<file path="src/rtl/matrix_pkg.sv">
// rtl/matrix_pkg.sv - shared parameters and state type for the matrix loader/sender pair
//
// Purpose : default matrix geometry and the sender FSM state encoding, shared by
//           every module that produces or consumes the 2-bit matrix stream.
// Ports   : none (package).
package matrix_pkg;

    localparam int DEF_ELEMENT_SIZE = 8;
    localparam int DEF_ROW_LEN      = 32;
    localparam int DEF_NUM_ROWS     = 32;

    // Stream cycles needed for one row at the default geometry.
    localparam int DIBITS_PER_ROW   = DEF_ROW_LEN * DEF_ELEMENT_SIZE / 2;

    typedef enum logic [2:0] {
        IDLE,
        WAIT_ROW,
        SHIFT,
        CHKSUM,
        DONE
    } sender_state_t;

endpackage

</file>
<file path="src/rtl/matrix_sender.sv">
// rtl/matrix_sender.sv - serializes a result matrix row by row onto the 2-bit axiov/axiod stream
//
// Purpose : takes rows from the compute core's result row buffer and sends them
//           to the ethernet TX path, elements in order, MSB dibit first, in the
//           same format the matrix loader consumes.
// Build   : define MATRIX_SENDER_CHECKSUM_EN to append one checksum element
//           (sum mod 2^ELEMENT_SIZE of all sent elements) after the last row.
// Ports   :
//   eth_refclk  in   1                     clock, all logic in this domain
//   rst         in   1                     synchronous active-high reset
//   start       in   1                     pulse; begins a matrix when idle
//   row_valid   in   1                     row_data holds the next row
//   row_data    in   ROW_LEN*ELEMENT_SIZE  row, element 0 in the top bits
//   row_ready   out  1                     row taken when row_valid && row_ready
//   axiov       out  1                     dibit valid
//   axiod       out  2                     dibit
//   busy        out  1                     high whenever not IDLE
//   done        out  1                     one-cycle pulse after the final dibit
module matrix_sender
    import matrix_pkg::*;
#(
    parameter int ELEMENT_SIZE = DEF_ELEMENT_SIZE,
    parameter int ROW_LEN      = DEF_ROW_LEN,
    parameter int NUM_ROWS     = DEF_NUM_ROWS
) (
    input  logic                            eth_refclk,
    input  logic                            rst,
    input  logic                            start,
    input  logic                            row_valid,
    input  logic [ROW_LEN*ELEMENT_SIZE-1:0] row_data,
    output logic                            row_ready,
    output logic                            axiov,
    output logic [1:0]                      axiod,
    output logic                            busy,
    output logic                            done
);

    localparam int ROW_BITS = ROW_LEN * ELEMENT_SIZE;
    localparam int DPR      = ROW_BITS / 2;
    localparam int DW       = (DPR > 1) ? $clog2(DPR) : 1;
    localparam int RW       = $clog2(NUM_ROWS) + 1;

    localparam logic [DW-1:0] LAST_DIBIT = DW'(DPR - 1);
    localparam logic [RW-1:0] LAST_ROW   = RW'(NUM_ROWS - 1);

    sender_state_t         r_state;
    sender_state_t         w_state_next;
    logic [ROW_BITS-1:0]   r_shift;
    logic [DW-1:0]         r_dibit_cnt;
    logic [RW-1:0]         r_row_cnt;
    logic                  w_load_row;
    logic                  w_row_end;
    logic                  w_last_row;

    assign w_row_end  = (r_dibit_cnt == LAST_DIBIT);
    assign w_last_row = (r_row_cnt == LAST_ROW);

`ifdef MATRIX_SENDER_CHECKSUM_EN
    localparam int DPE = ELEMENT_SIZE / 2;
    localparam int EW  = (DPE > 1) ? $clog2(DPE) : 1;
    localparam logic [EW-1:0] LAST_ELEM_DIBIT = EW'(DPE - 1);

    logic [ELEMENT_SIZE-1:0] r_sum;
    logic [ELEMENT_SIZE-1:0] w_sum_next;
    logic [EW-1:0]           r_elem_dibit;
    logic                    w_load_sum;

    // An element is added on its first dibit, while it still sits whole in the
    // top of the shift register. The combinational next value is what gets
    // loaded as the trailer, so the final element is included even when it
    // starts on the row's last dibit.
    always_comb begin
        w_sum_next = r_sum;
        if (r_state == SHIFT && r_elem_dibit == '0) begin
            w_sum_next = r_sum + r_shift[ROW_BITS-1 -: ELEMENT_SIZE];
        end
    end
`endif

    always_comb begin
        w_state_next = r_state;
        w_load_row   = 1'b0;
`ifdef MATRIX_SENDER_CHECKSUM_EN
        w_load_sum   = 1'b0;
`endif
        row_ready    = 1'b0;
        axiov        = 1'b0;
        busy         = (r_state != IDLE);
        done         = 1'b0;

        case (r_state)
            IDLE: begin
                if (start) begin
                    w_state_next = WAIT_ROW;
                end
            end
            WAIT_ROW: begin
                row_ready = 1'b1;
                if (row_valid) begin
                    w_load_row   = 1'b1;
                    w_state_next = SHIFT;
                end
            end
            SHIFT: begin
                axiov = 1'b1;
                if (w_row_end) begin
                    if (w_last_row) begin
`ifdef MATRIX_SENDER_CHECKSUM_EN
                        w_load_sum   = 1'b1;
                        w_state_next = CHKSUM;
`else
                        w_state_next = DONE;
`endif
                    end else begin
                        // Offer the next row on the last dibit so a waiting
                        // row continues the stream without a bubble.
                        row_ready = 1'b1;
                        if (row_valid) begin
                            w_load_row = 1'b1;
                        end else begin
                            w_state_next = WAIT_ROW;
                        end
                    end
                end
            end
            CHKSUM: begin
`ifdef MATRIX_SENDER_CHECKSUM_EN
                axiov = 1'b1;
                if (r_elem_dibit == LAST_ELEM_DIBIT) begin
                    w_state_next = DONE;
                end
`else
                w_state_next = IDLE;
`endif
            end
            DONE: begin
                done         = 1'b1;
                w_state_next = IDLE;
            end
            default: begin
                w_state_next = IDLE;
            end
        endcase
    end

    // Gated so the stream lines stay quiet between matrices.
    assign axiod = axiov ? r_shift[ROW_BITS-1 -: 2] : 2'b00;

    always_ff @(posedge eth_refclk) begin
        if (rst) begin
            r_state     <= IDLE;
            r_shift     <= '0;
            r_dibit_cnt <= '0;
            r_row_cnt   <= '0;
        end else begin
            r_state <= w_state_next;

            if (r_state == IDLE && start) begin
                r_row_cnt <= '0;
            end else if (r_state == SHIFT && w_row_end && !w_last_row) begin
                r_row_cnt <= r_row_cnt + RW'(1);
            end

            if (w_load_row) begin
                r_shift     <= row_data;
                r_dibit_cnt <= '0;
            end
`ifdef MATRIX_SENDER_CHECKSUM_EN
            else if (w_load_sum) begin
                r_shift     <= ROW_BITS'(w_sum_next) << (ROW_BITS - ELEMENT_SIZE);
                r_dibit_cnt <= '0;
            end
`endif
            else if (axiov) begin
                r_shift     <= r_shift << 2;
                r_dibit_cnt <= w_row_end ? '0 : r_dibit_cnt + DW'(1);
            end
        end
    end

`ifdef MATRIX_SENDER_CHECKSUM_EN
    always_ff @(posedge eth_refclk) begin
        if (rst) begin
            r_sum        <= '0;
            r_elem_dibit <= '0;
        end else begin
            if (r_state == IDLE && start) begin
                r_sum <= '0;
            end else if (r_state == SHIFT) begin
                r_sum <= w_sum_next;
            end

            if (w_load_row || w_load_sum) begin
                r_elem_dibit <= '0;
            end else if (axiov) begin
                r_elem_dibit <= (r_elem_dibit == LAST_ELEM_DIBIT) ? '0 : r_elem_dibit + EW'(1);
            end
        end
    end
`endif

endmodule

</file>
<file path="config.mk">
export PLATFORM = sky130hd
export DESIGN_NAME = matrix_sender
export DESIGN_NICKNAME = d
export VERILOG_FILES = /design/src/rtl/matrix_pkg.sv /design/src/rtl/matrix_sender.sv
export SDC_FILE = /design/constraint.sdc
export NUM_CORES = 1
export LEC_CHECK = 0
export BUFFER_PORTS_ARGS = -buffer_cell sky130_fd_sc_hd__buf_2
export CAP_MARGIN = 40
export CORE_UTILIZATION = 40
export CTS_CLUSTER_DIAMETER = 30
export DETAILED_ROUTE_END_ITERATION = 6
export PLACE_DENSITY = 0.63
export SKIP_CTS_REPAIR_TIMING = 1
export SLEW_MARGIN = 20
export SYNTH_ARGS = -nofsm -noshare
export SYNTH_HDL_FRONTEND = slang
export SYNTH_SLANG_ARGS = --single-unit
</file>
<file path="constraint.sdc">
create_clock -name eth_refclk -period 3 [get_ports eth_refclk]
set_clock_uncertainty 0.05 [all_clocks]
set_input_delay 0.3 -clock eth_refclk [delete_from_list [all_inputs] [get_ports eth_refclk]]
set_output_delay 0.3 -clock eth_refclk [all_outputs]
set_load 0.01 [all_outputs]
</file>
; Yosys cells after proc, flatten, opt, wreduce, memory -nomap -nowiden
; Index checks and enable logic that the tools add are counted.
[word_totals]
output_inout_bits = 6
input_bits = 260
register_bits = 272
wordCells = 44
[op_classes]
add_sub_neg = 2
n_mux = 19
eq_ne = 9
reduce_logical = 10
[op_table]
columns = cell, n
row1 = $mux 256, 2
row2 = $mux 3, 5
row3 = $pmux 3 s3, 1
row4 = $add 7x1->7 const B, 1
row5 = $eq 7x7->1 const B, 1
row6 = $mux 1, 7
row7 = $mux 7, 1
row8 = $add 6x1->6 const B, 1
row9 = $eq 6x5->1 const B, 1
row10 = $ne 2x2->1 const B, 3
row11 = $pmux 1 s2, 2
row12 = $reduce_and 4->1, 1
row13 = $reduce_or 2->1, 2
row14 = $eq 3x1->1 const B, 1
row15 = $eq 3x2->1 const B, 1
row16 = $eq 3x3->1 const B, 1
row17 = $logic_and 1x1->1, 3
row18 = $logic_not 3->1, 1
row19 = $ne 3x3->1 const B, 1
row20 = $reduce_bool 3->1, 1
row21 = $mux 2, 1
row22 = $reduce_bool 2->1, 1
row23 = $logic_not 1->1, 1

; Longest topological paths before layout
[depth]
word_depth = 5
ltp_mapped = 9
mapped_depth_nobuf = 7

; Least setup slack after synthesis
; Ideal clock, no wire load.
[synth_timing]
kind = reg-to-reg
startpoint = register r_row_cnt[0]
endpoint = register r_shift[115]
n_path_buf = 3
required_time_ps = 2803
setup_ps = 147
path_slack_ps = 982
t_arrival_ps = 1821
period_less_slack_ps = 2018
stages_incl_launch_ff = 10
path_cell_list = dfxtp_1 -> ha_1 -> nand2_1 -> or3_1 -> a21oi_2 -> or2_1 -> buf_2 -> buf_6 -> buf_6 -> a311oi_2
[synth_between]
elab_chain_cells = 5
elab_cells_between_ends = 6
classes_between = 1 x eq/ne / 4 x mux / 1 x reduce/logical
[synth_lines]
columns = item, line
row1 = "start, declared", matrix_sender.sv:50  ; logic [RW-1:0] r_row_cnt;
row2 = "start signal, assigned", matrix_sender.sv:161  ; r_row_cnt <= r_row_cnt + RW'(1);
row3 = $eq 6x5->1 (*), matrix_sender.sv:56  ; assign w_last_row = (r_row_cnt == LAST_ROW);
row4 = $mux 1 (*), matrix_sender.sv:107  ; if (w_last_row) begin
row5 = $mux 1 (*), matrix_sender.sv:106  ; if (w_row_end) begin
row6 = $pmux 1 s2 (*), matrix_sender.sv:91  ; case (r_state)
row7 = $mux 256 or $reduce_bool 2->1 (tied branches), n/a
row8 = "end signal, assigned", matrix_sender.sv:165  ; r_shift <= row_data;
row9 = "end signal, assigned", matrix_sender.sv:175  ; r_shift <= r_shift << 2;
row10 = "end, declared", matrix_sender.sv:48  ; logic [ROW_BITS-1:0] r_shift;
; Mark *: on every way between the ends. The rest lies on a longest branch, timed or not.
; A chain may end at the register's enable or synchronous reset.

; Worst setup path in the final report
[layout_timing]
startpoint = register r_row_cnt[0]
endpoint = register r_shift[106]
; Same word-level chain as after synthesis.

==> impl_metrics.yaml <==
route:
  drc: 0
  wl_per_cell_um: 16.1
  ant_nets: 0
  finalWirelength_mm: 35.3
  vias: 12300
  drt-initial-drc-count: 906
  first_pass_iters: 5
  vias_per_cell: 5.58
yosys:
  synth_edf_count: 0
  ys_seq_area_frac: 0.425
  synthesis.nets: 1808
  yosysWarnings: 0
  postSynthAreaPerCell_um2: 8.28
  ys_ff_latch: 272
  synthTopCellsByArea: "dfxtp_1, nand2_1, a311oi_2"
  yosysUniqueCellTypes: 37
  synth_top_area_share: 0.425
  synth-async-reset-ratio: 0
  synth-main-ff-cell: "dfxtp_1"
  syn_inst: 1546
  synth_area_um2: 12800
  synth_area_leader_cell: "dfxtp_1"
final_layout:
  nFillCells: 2885
  layout_common_cells: "nand2_1, dfxtp_1, buf_2, nor3_1, a311oi_1"
  fin_area_um2: 16900
  nets: 2001
  syn_to_final_growth_pct: 31.8
  ff_latch_area_um2: 5450
  postLayoutCoreUtil: 0.535
  final_common_cell: "nand2_1"
  multi_input_area_um2: 6590
  drive_gt1_frac: 0.283
clock_network:
  cts_max_level: 3
  clock-sinks: 272
  cts_made_buffers: 69
  tritoncts: "yes"
  cts_buffer_depth: 3
  clkSlewWorstSetupHoldPaths_ns: 0.04
  clk_latency_ns: 0.55
  clockRootBuffer: "clkbuf_16"
setup_path:
  endpoint_kind: "register"
  worstPathRequired_ns: 3.39
  cp-start-kind: "register"
  crit_type: "register to register"
  worstPathMaxFanout: 101
  rrSetupSlack_ns: 0.44
  worst_ep_arrival_time_ns: 2.95
floorplanning:
  dieArea_um2: 32700
  num_io_pins: 266
  die_h_um: 181
  initial_core_util: 0.406
  core_um2: 31600
  die_width_um: 181
  rows: 65
grt:
  grt_first_pass_wirelength_mm: 58.5
  grt_use_total: 0.211
  first_global_vias: 11700
  grt.overflow.total: 0
  antenna_found_initial: 8
  grt_max_degree: 142
placement:
  placed_area_um2: 14300
  dp_hpwl_mm: 19.9
  gp_congestion: 0.801
  port_buffers: 265
  place_ws_ns: 0.459
power_and_ir_drop:
  clock_power_share: 0.474
  p_seq_frac: 0.300
  p_comb_frac: 0.226
  switching_share: 0.306
  leakagePower_nw: 5.83
  internal_power_mw: 11.9
  p_per_area_nw_per_um2: 1010
  ir_drop_mv: 0.622
  p_sw_mw: 5.24
sta:
  finalCritPeriodShare: 0.854
  rsz0062_at_grt: "false"
  setup_viol: 0
  max_slew_margin: 0.359
  timing.final.ws_setup_ns: 0.439
  finalHoldViolCount: 0
  finalSetupTns_ns: 0
  slew_viol_final: 0
  worst_pin_slew_ns: 0.962
  timing.final.crit_period_ns: 2.56
  clock.fmax_ghz: 0.390
outcome:
  status: "completed"
job:
  cap_violations: 0
min_path:
  min_path_type: "primary input to register"
-- layout make-up --
type | instances | area share
Clock buffer | 91 | 0.113
Sequential cell | 272 | 0.323
Tap cell | 402 | 0.0298
Antenna cell | 5 | 0.000742
Timing Repair Buffer | 293 | 0.105
Multi-Input combinational cell | 1102 | 0.390
Inverter | 1 | 0.000668
Clock inverter | 33 | 0.0375
-- registers in the layout, summed over array words and instances (netlist names) --
| signal | cells |
|---|---|
| r_state | 3 |
| r_row_cnt | 6 |
| r_dibit_cnt | 7 |
| r_shift | 256 |
-- stage by stage --
stage / total power, mW / std cells / hold slack [ns]
detailed placement: 9.03 / 2068 / 0.404
global route: 18.0 / 2195 / 0.0667
finish: 17.1 / 2199 / 0.0837
floorplan: 7.99 / 1546 / 0.378
global placement: 8.96 / 2068 / 0.395
CTS: 17.2 / 2192 / -0.0554
-- logic make-up after synthesis --
group,after synthesis,share of synthesized area
flops,272,0.425
compound gates,268,0.230
simple gates,820,0.273
buf+inv,172,0.0618
mux,3,0.00235
xor+xnor,9,0.00616
fa+ha+maj,2,0.00196
-- power groups by stage --
| stage | registers (mW) | logic, mW | clock network, mW |
|---|---|---|---|
| detailed placement | 5.14 | 3.89 | 0 |
| floorplan | 5.04 | 2.96 | 0 |
| global route | 5.24 | 4.28 | 8.46 |
| global placement | 5.15 | 3.81 | 0 |
| finish | 5.13 | 3.88 | 8.11 |
| CTS | 5.12 | 3.90 | 8.23 |
-- routing by layer --
metal,share of wire,GRT usage,wire (µm)
met1,0.46,0.283,16300
met2,0.45,0.320,15700
met3,0.070,0.0661,2470
met4,0.020,0.0711,692
met5,0.0018,0,63
-- Yosys cell counts (3+ instances only) --
cell type / number
buf_1: 3
nand2b_1: 4
clkbuf_1: 107
and2_1: 5
mux2i_1: 3
a311oi_2: 100
xor2_1: 4
nor2b_1: 3
nor3_1: 260
buf_2: 50
a311oi_1: 154
xnor2_1: 5
nand3_1: 5
a21oi_1: 6
dfxtp_1: 272
nand2_1: 513
nor2_1: 15
buf_6: 11
-- worst max-delay path, stage by stage (launching register included) --
cell,delay [ns]
dfxtp_1,0.36
ha_1,0.20
nand2_1,0.07
or3_1,0.43
a21oi_4,0.19
buf_12,0.40
buf_12,0.28
nor3_1,0.09
a311oi_2,0.28
-- final timing paths --
check,from,end,depth (start not counted)
max,r_row_cnt[0],r_shift[106],8
min,row_data[252],r_shift[252],3
max reg2reg,r_row_cnt[0],r_shift[106],8
min reg2reg,r_dibit_cnt[6],r_dibit_cnt[6],2
(Power assumes the default switching activity.)
